$ cat src/rtl/rf_wb_arbiter_if.sv
// Writeback arbiter bundle: two write requesters, issue-stage claim
// and hazard-check ports, scoreboard view and register-file drive.
interface rf_wb_arbiter_if #(
  parameter int DATA_W = 32,
  parameter int ADDR_W = 5
);
  localparam int NREG = 1 << ADDR_W;

  logic              req0_valid;
  logic [ADDR_W-1:0] req0_addr;
  logic [DATA_W-1:0] req0_data;
  logic              req0_ready;

  logic              req1_valid;
  logic [ADDR_W-1:0] req1_addr;
  logic [DATA_W-1:0] req1_data;
  logic              req1_ready;

  logic              claim_valid;
  logic [ADDR_W-1:0] claim_addr;

  logic [ADDR_W-1:0] chk_addr_1;
  logic [ADDR_W-1:0] chk_addr_2;
  logic              chk_busy_1;
  logic              chk_busy_2;

  logic [NREG-1:0]   busy_vec;

  logic              rf_wr_en;
  logic [ADDR_W-1:0] rf_wr_addr;
  logic [DATA_W-1:0] rf_wr_data;

  modport master (
    output req0_valid, req0_addr, req0_data,
    input  req0_ready,
    output req1_valid, req1_addr, req1_data,
    input  req1_ready,
    output claim_valid, claim_addr,
    output chk_addr_1, chk_addr_2,
    input  chk_busy_1, chk_busy_2,
    input  busy_vec,
    input  rf_wr_en, rf_wr_addr, rf_wr_data
  );

  modport slave (
    input  req0_valid, req0_addr, req0_data,
    output req0_ready,
    input  req1_valid, req1_addr, req1_data,
    output req1_ready,
    input  claim_valid, claim_addr,
    input  chk_addr_1, chk_addr_2,
    output chk_busy_1, chk_busy_2,
    output busy_vec,
    output rf_wr_en, rf_wr_addr, rf_wr_data
  );
endinterface

$ cat src/rtl/rf_wb_arbiter.sv
// Round-robin writeback arbiter for the register file with a
// pending-write scoreboard used for source-operand hazard checks.
module rf_wb_arbiter #(
  parameter int DATA_W = 32,
  parameter int ADDR_W = 5
) (
  input logic            clk,
  input logic            rst_n,
  rf_wb_arbiter_if.slave bus
);
  localparam int NREG = 1 << ADDR_W;
  localparam logic [NREG-1:0] ONE = {{(NREG-1){1'b0}}, 1'b1};

  logic              ptr_q;
  logic [NREG-1:0]   busy_q;
  logic [NREG-1:0]   busy_nxt;
  logic [NREG-1:0]   clr_vec;
  logic [NREG-1:0]   set_vec;

  logic              wr_en_q;
  logic [ADDR_W-1:0] wr_addr_q;
  logic [DATA_W-1:0] wr_data_q;

  logic              gnt0;
  logic              gnt1;
  logic              any_gnt;
  logic [ADDR_W-1:0] g_addr;
  logic [DATA_W-1:0] g_data;
  logic              g_live;

  // Ready is masked by reset so nothing is accepted while held in reset.
  always_comb begin
    gnt0 = 1'b0;
    gnt1 = 1'b0;
    unique case ({bus.req0_valid, bus.req1_valid})
      2'b11: begin
        gnt0 = ~ptr_q;
        gnt1 = ptr_q;
      end
      2'b10: gnt0 = 1'b1;
      2'b01: gnt1 = 1'b1;
      default: ;
    endcase
    gnt0 = gnt0 & rst_n;
    gnt1 = gnt1 & rst_n;
  end

  assign any_gnt = gnt0 | gnt1;
  assign g_addr  = gnt1 ? bus.req1_addr : bus.req0_addr;
  assign g_data  = gnt1 ? bus.req1_data : bus.req0_data;
  assign g_live  = any_gnt && (g_addr != '0);

  // A claim in the same cycle as a grant wins: newer producer outstanding.
  always_comb begin
    clr_vec = '0;
    set_vec = '0;
    if (g_live) begin
      clr_vec = ONE << g_addr;
    end
    if (bus.claim_valid && (bus.claim_addr != '0)) begin
      set_vec = ONE << bus.claim_addr;
    end
    busy_nxt    = (busy_q & ~clr_vec) | set_vec;
    busy_nxt[0] = 1'b0;
  end

  always_ff @(posedge clk or negedge rst_n) begin
    if (!rst_n) begin
      ptr_q     <= 1'b0;
      busy_q    <= '0;
      wr_en_q   <= 1'b0;
      wr_addr_q <= '0;
      wr_data_q <= '0;
    end else begin
      busy_q  <= busy_nxt;
      wr_en_q <= g_live;
      if (any_gnt) begin
        ptr_q     <= gnt0;
        wr_addr_q <= g_addr;
        wr_data_q <= g_data;
      end
    end
  end

  assign bus.req0_ready = gnt0;
  assign bus.req1_ready = gnt1;
  assign bus.chk_busy_1 = busy_q[bus.chk_addr_1];
  assign bus.chk_busy_2 = busy_q[bus.chk_addr_2];
  assign bus.busy_vec   = busy_q;
  assign bus.rf_wr_en   = wr_en_q;
  assign bus.rf_wr_addr = wr_addr_q;
  assign bus.rf_wr_data = wr_data_q;
endmodule

$ cat src/flat_wrapper.sv
// flat-port wrapper written by rule: the top's interface ports become plain ports
module rf_wb_arbiter_flat 
#(
  parameter int DATA_W = 32,
  parameter int ADDR_W = 5
)
  (clk, rst_n, bus_req0_valid, bus_req0_addr, bus_req0_data, bus_req0_ready, bus_req1_valid, bus_req1_addr, bus_req1_data, bus_req1_ready, bus_claim_valid, bus_claim_addr, bus_chk_addr_1, bus_chk_addr_2, bus_chk_busy_1, bus_chk_busy_2, bus_busy_vec, bus_rf_wr_en, bus_rf_wr_addr, bus_rf_wr_data);
  rf_wb_arbiter_if #(.DATA_W(DATA_W), .ADDR_W(ADDR_W)) bus_i ();
  input logic clk;
  input logic rst_n;
  input wire logic [$bits(bus_i.req0_valid)-1:0] bus_req0_valid;
  input wire logic [$bits(bus_i.req0_addr)-1:0] bus_req0_addr;
  input wire logic [$bits(bus_i.req0_data)-1:0] bus_req0_data;
  output wire logic [$bits(bus_i.req0_ready)-1:0] bus_req0_ready;
  input wire logic [$bits(bus_i.req1_valid)-1:0] bus_req1_valid;
  input wire logic [$bits(bus_i.req1_addr)-1:0] bus_req1_addr;
  input wire logic [$bits(bus_i.req1_data)-1:0] bus_req1_data;
  output wire logic [$bits(bus_i.req1_ready)-1:0] bus_req1_ready;
  input wire logic [$bits(bus_i.claim_valid)-1:0] bus_claim_valid;
  input wire logic [$bits(bus_i.claim_addr)-1:0] bus_claim_addr;
  input wire logic [$bits(bus_i.chk_addr_1)-1:0] bus_chk_addr_1;
  input wire logic [$bits(bus_i.chk_addr_2)-1:0] bus_chk_addr_2;
  output wire logic [$bits(bus_i.chk_busy_1)-1:0] bus_chk_busy_1;
  output wire logic [$bits(bus_i.chk_busy_2)-1:0] bus_chk_busy_2;
  output wire logic [$bits(bus_i.busy_vec)-1:0] bus_busy_vec;
  output wire logic [$bits(bus_i.rf_wr_en)-1:0] bus_rf_wr_en;
  output wire logic [$bits(bus_i.rf_wr_addr)-1:0] bus_rf_wr_addr;
  output wire logic [$bits(bus_i.rf_wr_data)-1:0] bus_rf_wr_data;
  assign bus_i.req0_valid = bus_req0_valid;
  assign bus_i.req0_addr = bus_req0_addr;
  assign bus_i.req0_data = bus_req0_data;
  assign bus_req0_ready = bus_i.req0_ready;
  assign bus_i.req1_valid = bus_req1_valid;
  assign bus_i.req1_addr = bus_req1_addr;
  assign bus_i.req1_data = bus_req1_data;
  assign bus_req1_ready = bus_i.req1_ready;
  assign bus_i.claim_valid = bus_claim_valid;
  assign bus_i.claim_addr = bus_claim_addr;
  assign bus_i.chk_addr_1 = bus_chk_addr_1;
  assign bus_i.chk_addr_2 = bus_chk_addr_2;
  assign bus_chk_busy_1 = bus_i.chk_busy_1;
  assign bus_chk_busy_2 = bus_i.chk_busy_2;
  assign bus_busy_vec = bus_i.busy_vec;
  assign bus_rf_wr_en = bus_i.rf_wr_en;
  assign bus_rf_wr_addr = bus_i.rf_wr_addr;
  assign bus_rf_wr_data = bus_i.rf_wr_data;
  rf_wb_arbiter #(.DATA_W(DATA_W), .ADDR_W(ADDR_W)) u_core (.clk(clk), .rst_n(rst_n), .bus(bus_i));
endmodule
$ cat config.mk
export PLATFORM = sky130hd
export DESIGN_NAME = rf_wb_arbiter_flat
export DESIGN_NICKNAME = d
export VERILOG_FILES = /design/src/rtl/rf_wb_arbiter_if.sv /design/src/rtl/rf_wb_arbiter.sv /design/src/flat_wrapper.sv
export SDC_FILE = /design/constraint.sdc
export NUM_CORES = 1
export LEC_CHECK = 0
export ABC_AREA = 1
export CAP_MARGIN = 0
export CORE_ASPECT_RATIO = 0.8
export CORE_MARGIN = 1
export CORE_UTILIZATION = 43
export DETAILED_ROUTE_END_ITERATION = 10
export GPL_TIMING_DRIVEN = 1
export MAX_ROUTING_LAYER = met4
export PLACE_DENSITY = 0.8
export REMOVE_ABC_BUFFERS = 1
export SYNTH_ARGS = -nofsm -noshare
export SYNTH_HDL_FRONTEND = slang
export SYNTH_SLANG_ARGS = --single-unit
$ cat constraint.sdc
create_clock -name clk -period 1.7 [get_ports clk]
set_clock_uncertainty 0.1 [all_clocks]
set_input_delay 0.255 -clock clk [delete_from_list [all_inputs] [get_ports clk]]
set_output_delay 0.255 -clock clk [all_outputs]
set_load 0.03 [all_outputs]
==> flow_metrics.env, run 1 <==
export IMPL_path_max_fanout=4
export IMPL_cts_root_buf="clkbuf_16"
export IMPL_switching_share=0.407
export IMPL_whs_ps=204
export IMPL_syn_area_um2=4050
export IMPL_r2r_end="u_core.bus.busy_vec[27]"
export IMPL_h_tree_depth=3
export IMPL_gr_total_overflow=0
export IMPL_synth_seq_cells=70
export IMPL_fin_ws_ps=-252
export IMPL_r2r_start="u_core.ptr_q"
export IMPL_worstSkewPairLatency_ps=340
export IMPL_dr_pass1_iters=7
export IMPL_cp_arrival_ps=1600
export IMPL_cts_tree="done"
export IMPL_crit_required_ps=1340
export IMPL_peakVddDrop_v=0.000942
export IMPL_pwr_share_comb=0.400
export IMPL_num_nets_final=892
export IMPL_synth_distinct_cells=28
export IMPL_track_usage=0.333
export IMPL_dp_hpwl_mm=11.0
export IMPL_drive_above_1_share=0.234
export IMPL_grt_start_max_net_pins=71
export IMPL_antenna_found_initial=0
export IMPL_reg2reg_setup_slack_ps=-200
export IMPL_fmax_ghz=0.512
export IMPL_critPathLaunchType="register"
export IMPL_netlist_instances=588
export IMPL_grt_pass1_vias=4827
export IMPL_start_util=0.446
export IMPL_power_density_nw_per_um2=1020
export IMPL_setup_viol=35
export IMPL_cts_sinks=70
export IMPL_route_detailed_drc=0
export IMPL_yosysSeqAreaShare=0.433
export IMPL_cts_buffers=9
export IMPL_status="finished, violations left"
export IMPL_vias=5303
export IMPL_gp_congestion=0.929
export IMPL_reg2reg_depth=12
export IMPL_crit_type="register to primary output"
export IMPL_finalCritPeriodShare=1.15
export IMPL_path_cells="nand2_1, nand3_1, nand2_1, a21oi_1, o31ai_1, nand2_1, nand2_1, nand2_1, buf_6"
export IMPL_rsz0062_at_grt="yes"
export IMPL_final_cell_mix="nand2_1 (193), clkdlybuf4s50_1 (86), dlygate4sd2_1 (74)"
export IMPL_hold_viol=0
export IMPL_io_pins=168
export IMPL_ys_top_cells_by_area="dfrtp_1 (43%), nand2_1 (21%), nand3_1 (9.4%)"
export IMPL_cts_max_path_buffers=2
export IMPL_dieArea_um2=9800
export IMPL_netlist_area_leader_share=0.433
export IMPL_yosysWarnings=0
export IMPL_cp_common_cell="nand2_1"
export IMPL_timing_setup_tns_ps=-4530
export IMPL_routed_via_density=5.78
export IMPL_worstSetupEndpointType="primary output"
export IMPL_slew_limit_headroom=0.408
export IMPL_internal_power_uw=4270
export IMPL_p_leak_uw=0.00327
export IMPL_routed_wl_mm=17.6
export IMPL_yosysTopAreaCell="dfrtp_1"
export IMPL_fp_coreArea_um2=9080
export IMPL_rows=31
export IMPL_clk_pin_slew_worst_paths_ps=60
export IMPL_violations="negative setup slack"
export IMPL_worstMarginPinSlew_ps=889
export IMPL_period_needed_ps=1950
export IMPL_final_common_cell="nand2_1"
export IMPL_p_clk_frac=0.266
export IMPL_drv_cap=0
export IMPL_fp_dieW_um=110
export IMPL_hp_class="input pin to asynchronous set/reset pin"
export IMPL_switching_power_uw=2930
export IMPL_wl_per_cell_um=19.2
export IMPL_io_buffer_count=166
export IMPL_cts_hold_fix_buffers=0
export IMPL_grt_pass1_wl_mm=24.4
export IMPL_areaGrowthSynthToFinish_pct=74.1
export IMPL_ant_nets=0
export IMPL_num_fill_cells=637
export IMPL_cp_slowest_stage_delay_ps=420
export IMPL_num_antenna_cells=0
export IMPL_cp_slowest_cell="dfrtp_1"
export IMPL_die_y_um=88.8
export IMPL_drt_initial_drc_count=604
export IMPL_slew_viol_final=0
export IMPL_seqPwrFrac=0.334
export IMPL_avgSynthCellArea_um2=6.88
cells in the mapped netlist:
library cell / n
buf_1: 4
nand3_1: 76
buf_6: 3
inv_2: 4
o31ai_1: 4
o21ai_2: 1
nor2_1: 64
clkinv_4: 1
o21ai_4: 1
buf_4: 2
inv_1: 27
a21oi_1: 12
nand2_2: 2
buf_2: 4
a31oi_1: 32
o21ai_0: 15
nor3_1: 5
nand2_4: 2
nor2_4: 1
o21bai_1: 1
clkbuf_1: 17
nand3b_1: 2
o211ai_1: 4
nor2_2: 2
or2_1: 1
dfrtp_1: 70
nand2_1: 230
conb_1: 1
power groups by stage:
stage / Clock, uW / Combinational, uW / Sequential (uW)
3_3_place_gp: 0 / 2690 / 2400
4_1_cts: 1920 / 2620 / 2370
2_1_floorplan: 0 / 709 / 2990
6_report: 1920 / 2880 / 2410
3_5_place_dp: 0 / 2720 / 2410
5_1_grt: 2010 / 3050 / 2440
final cells by class:
type                       count  area [um2]  share of cell area
sequential                    70        1750               0.249
clock buffer                  11         243              0.0345
tap                          115         144              0.0204
inverter                      32         139              0.0197
timing repair buffer         228        2190               0.311
clock inverter                 5        58.8             0.00835
multi-input combinational    457        2510               0.357
repair_timing:
action | in CTS | in global routing
endpoints found under the setup margin | 93 | 37
gates cloned | 3 | 1
buffers inserted | 11 | 9
gates resized for setup | 120 | 108
pin swaps | 25 | 34
endpoints found under the hold margin | 0 | 0
metal layers:
metal  share of wire  GRT usage  vias to the layer above
met3           0.098     0.0705                      122
met2            0.47      0.529                      397
li1                -          -                     2343
met1            0.38      0.414                     2441
met4           0.053      0.147                        0
met5               0          -                        -
worst max path at each step:
stage                     cells past startpoint                       to                     from  slack (ps)
after CTS                                     7           bus_chk_busy_1  u_core.bus.busy_vec[22]        -180
final                                         9           bus_chk_busy_2  u_core.bus.busy_vec[17]        -250
after global routing                          7           bus_chk_busy_2   u_core.bus.busy_vec[3]        -320
after floorplan                               7   u_core.bus.busy_vec[1]                    rst_n       -1030
after global placement                       11           bus_chk_busy_1        bus_chk_addr_1[1]        -400
after detailed placement                     11  u_core.bus.busy_vec[10]           bus_req0_valid        -440
through the flow:
step / power, uW / instance area, um2 / worst slack [ps] / utilization / instances
final: 7210 / 7040 / -252 / 0.776 / 918
after global routing: 7490 / 7040 / -324 / 0.776 / 918
after CTS: 6910 / 6600 / -177 / 0.727 / 911
after detailed placement: 5130 / 6060 / -436 / 0.667 / 881
after global placement: 5090 / 6060 / -400 / 0.667 / 881
after floorplan: 3700 / 3900 / -1030 / - / 558
registers in the layout, summed over array words and instances, names as in the netlist:
signal,cells
u_core.bus.rf_wr_addr,5
u_core.bus.rf_wr_en,1
u_core.bus.rf_wr_data,32
u_core.ptr_q,1
u_core.bus.busy_vec,31
critical path: cells and delay by family (launching register included):
family / cells / cell delay (ps)
compound gates: 2 / 230
buf+inv: 1 / 130
flops: 1 / 420
simple gates: 6 / 470
logic make-up after synthesis:
logic type,Yosys count,synth area share
and+or+nand+nor,385,0.393
DFF,70,0.433
buffers and inverters,62,0.0674
AOI/OAI and AO/OA,70,0.106
other,1,0.000927
Note: power is estimated with default switching activity, not from simulation.
==> inputs of run 2 (changes only) <==
--- a/config.mk
+++ b/config.mk
@@ -15,6 +15,7 @@
 export MAX_ROUTING_LAYER = met4
 export PLACE_DENSITY = 0.8
 export REMOVE_ABC_BUFFERS = 1
+export SLEW_MARGIN = 10
 export SYNTH_ARGS = -nofsm -noshare
 export SYNTH_HDL_FRONTEND = slang
 export SYNTH_SLANG_ARGS = --single-unit
==> results of run 2 <==
Same layout as run 1: the final DEF is identical, and so are final timing and power.
==> inputs of run 3 (changes only) <==
--- a/config.mk
+++ b/config.mk
@@ -10,6 +10,7 @@
 export CORE_ASPECT_RATIO = 0.8
 export CORE_MARGIN = 1
 export CORE_UTILIZATION = 43
+export CTS_CLUSTER_DIAMETER = 150
 export DETAILED_ROUTE_END_ITERATION = 10
 export GPL_TIMING_DRIVEN = 1
 export MAX_ROUTING_LAYER = met4
==> results of run 3 <==
Same layout as run 1: the final DEF is identical, and so are final timing and power.
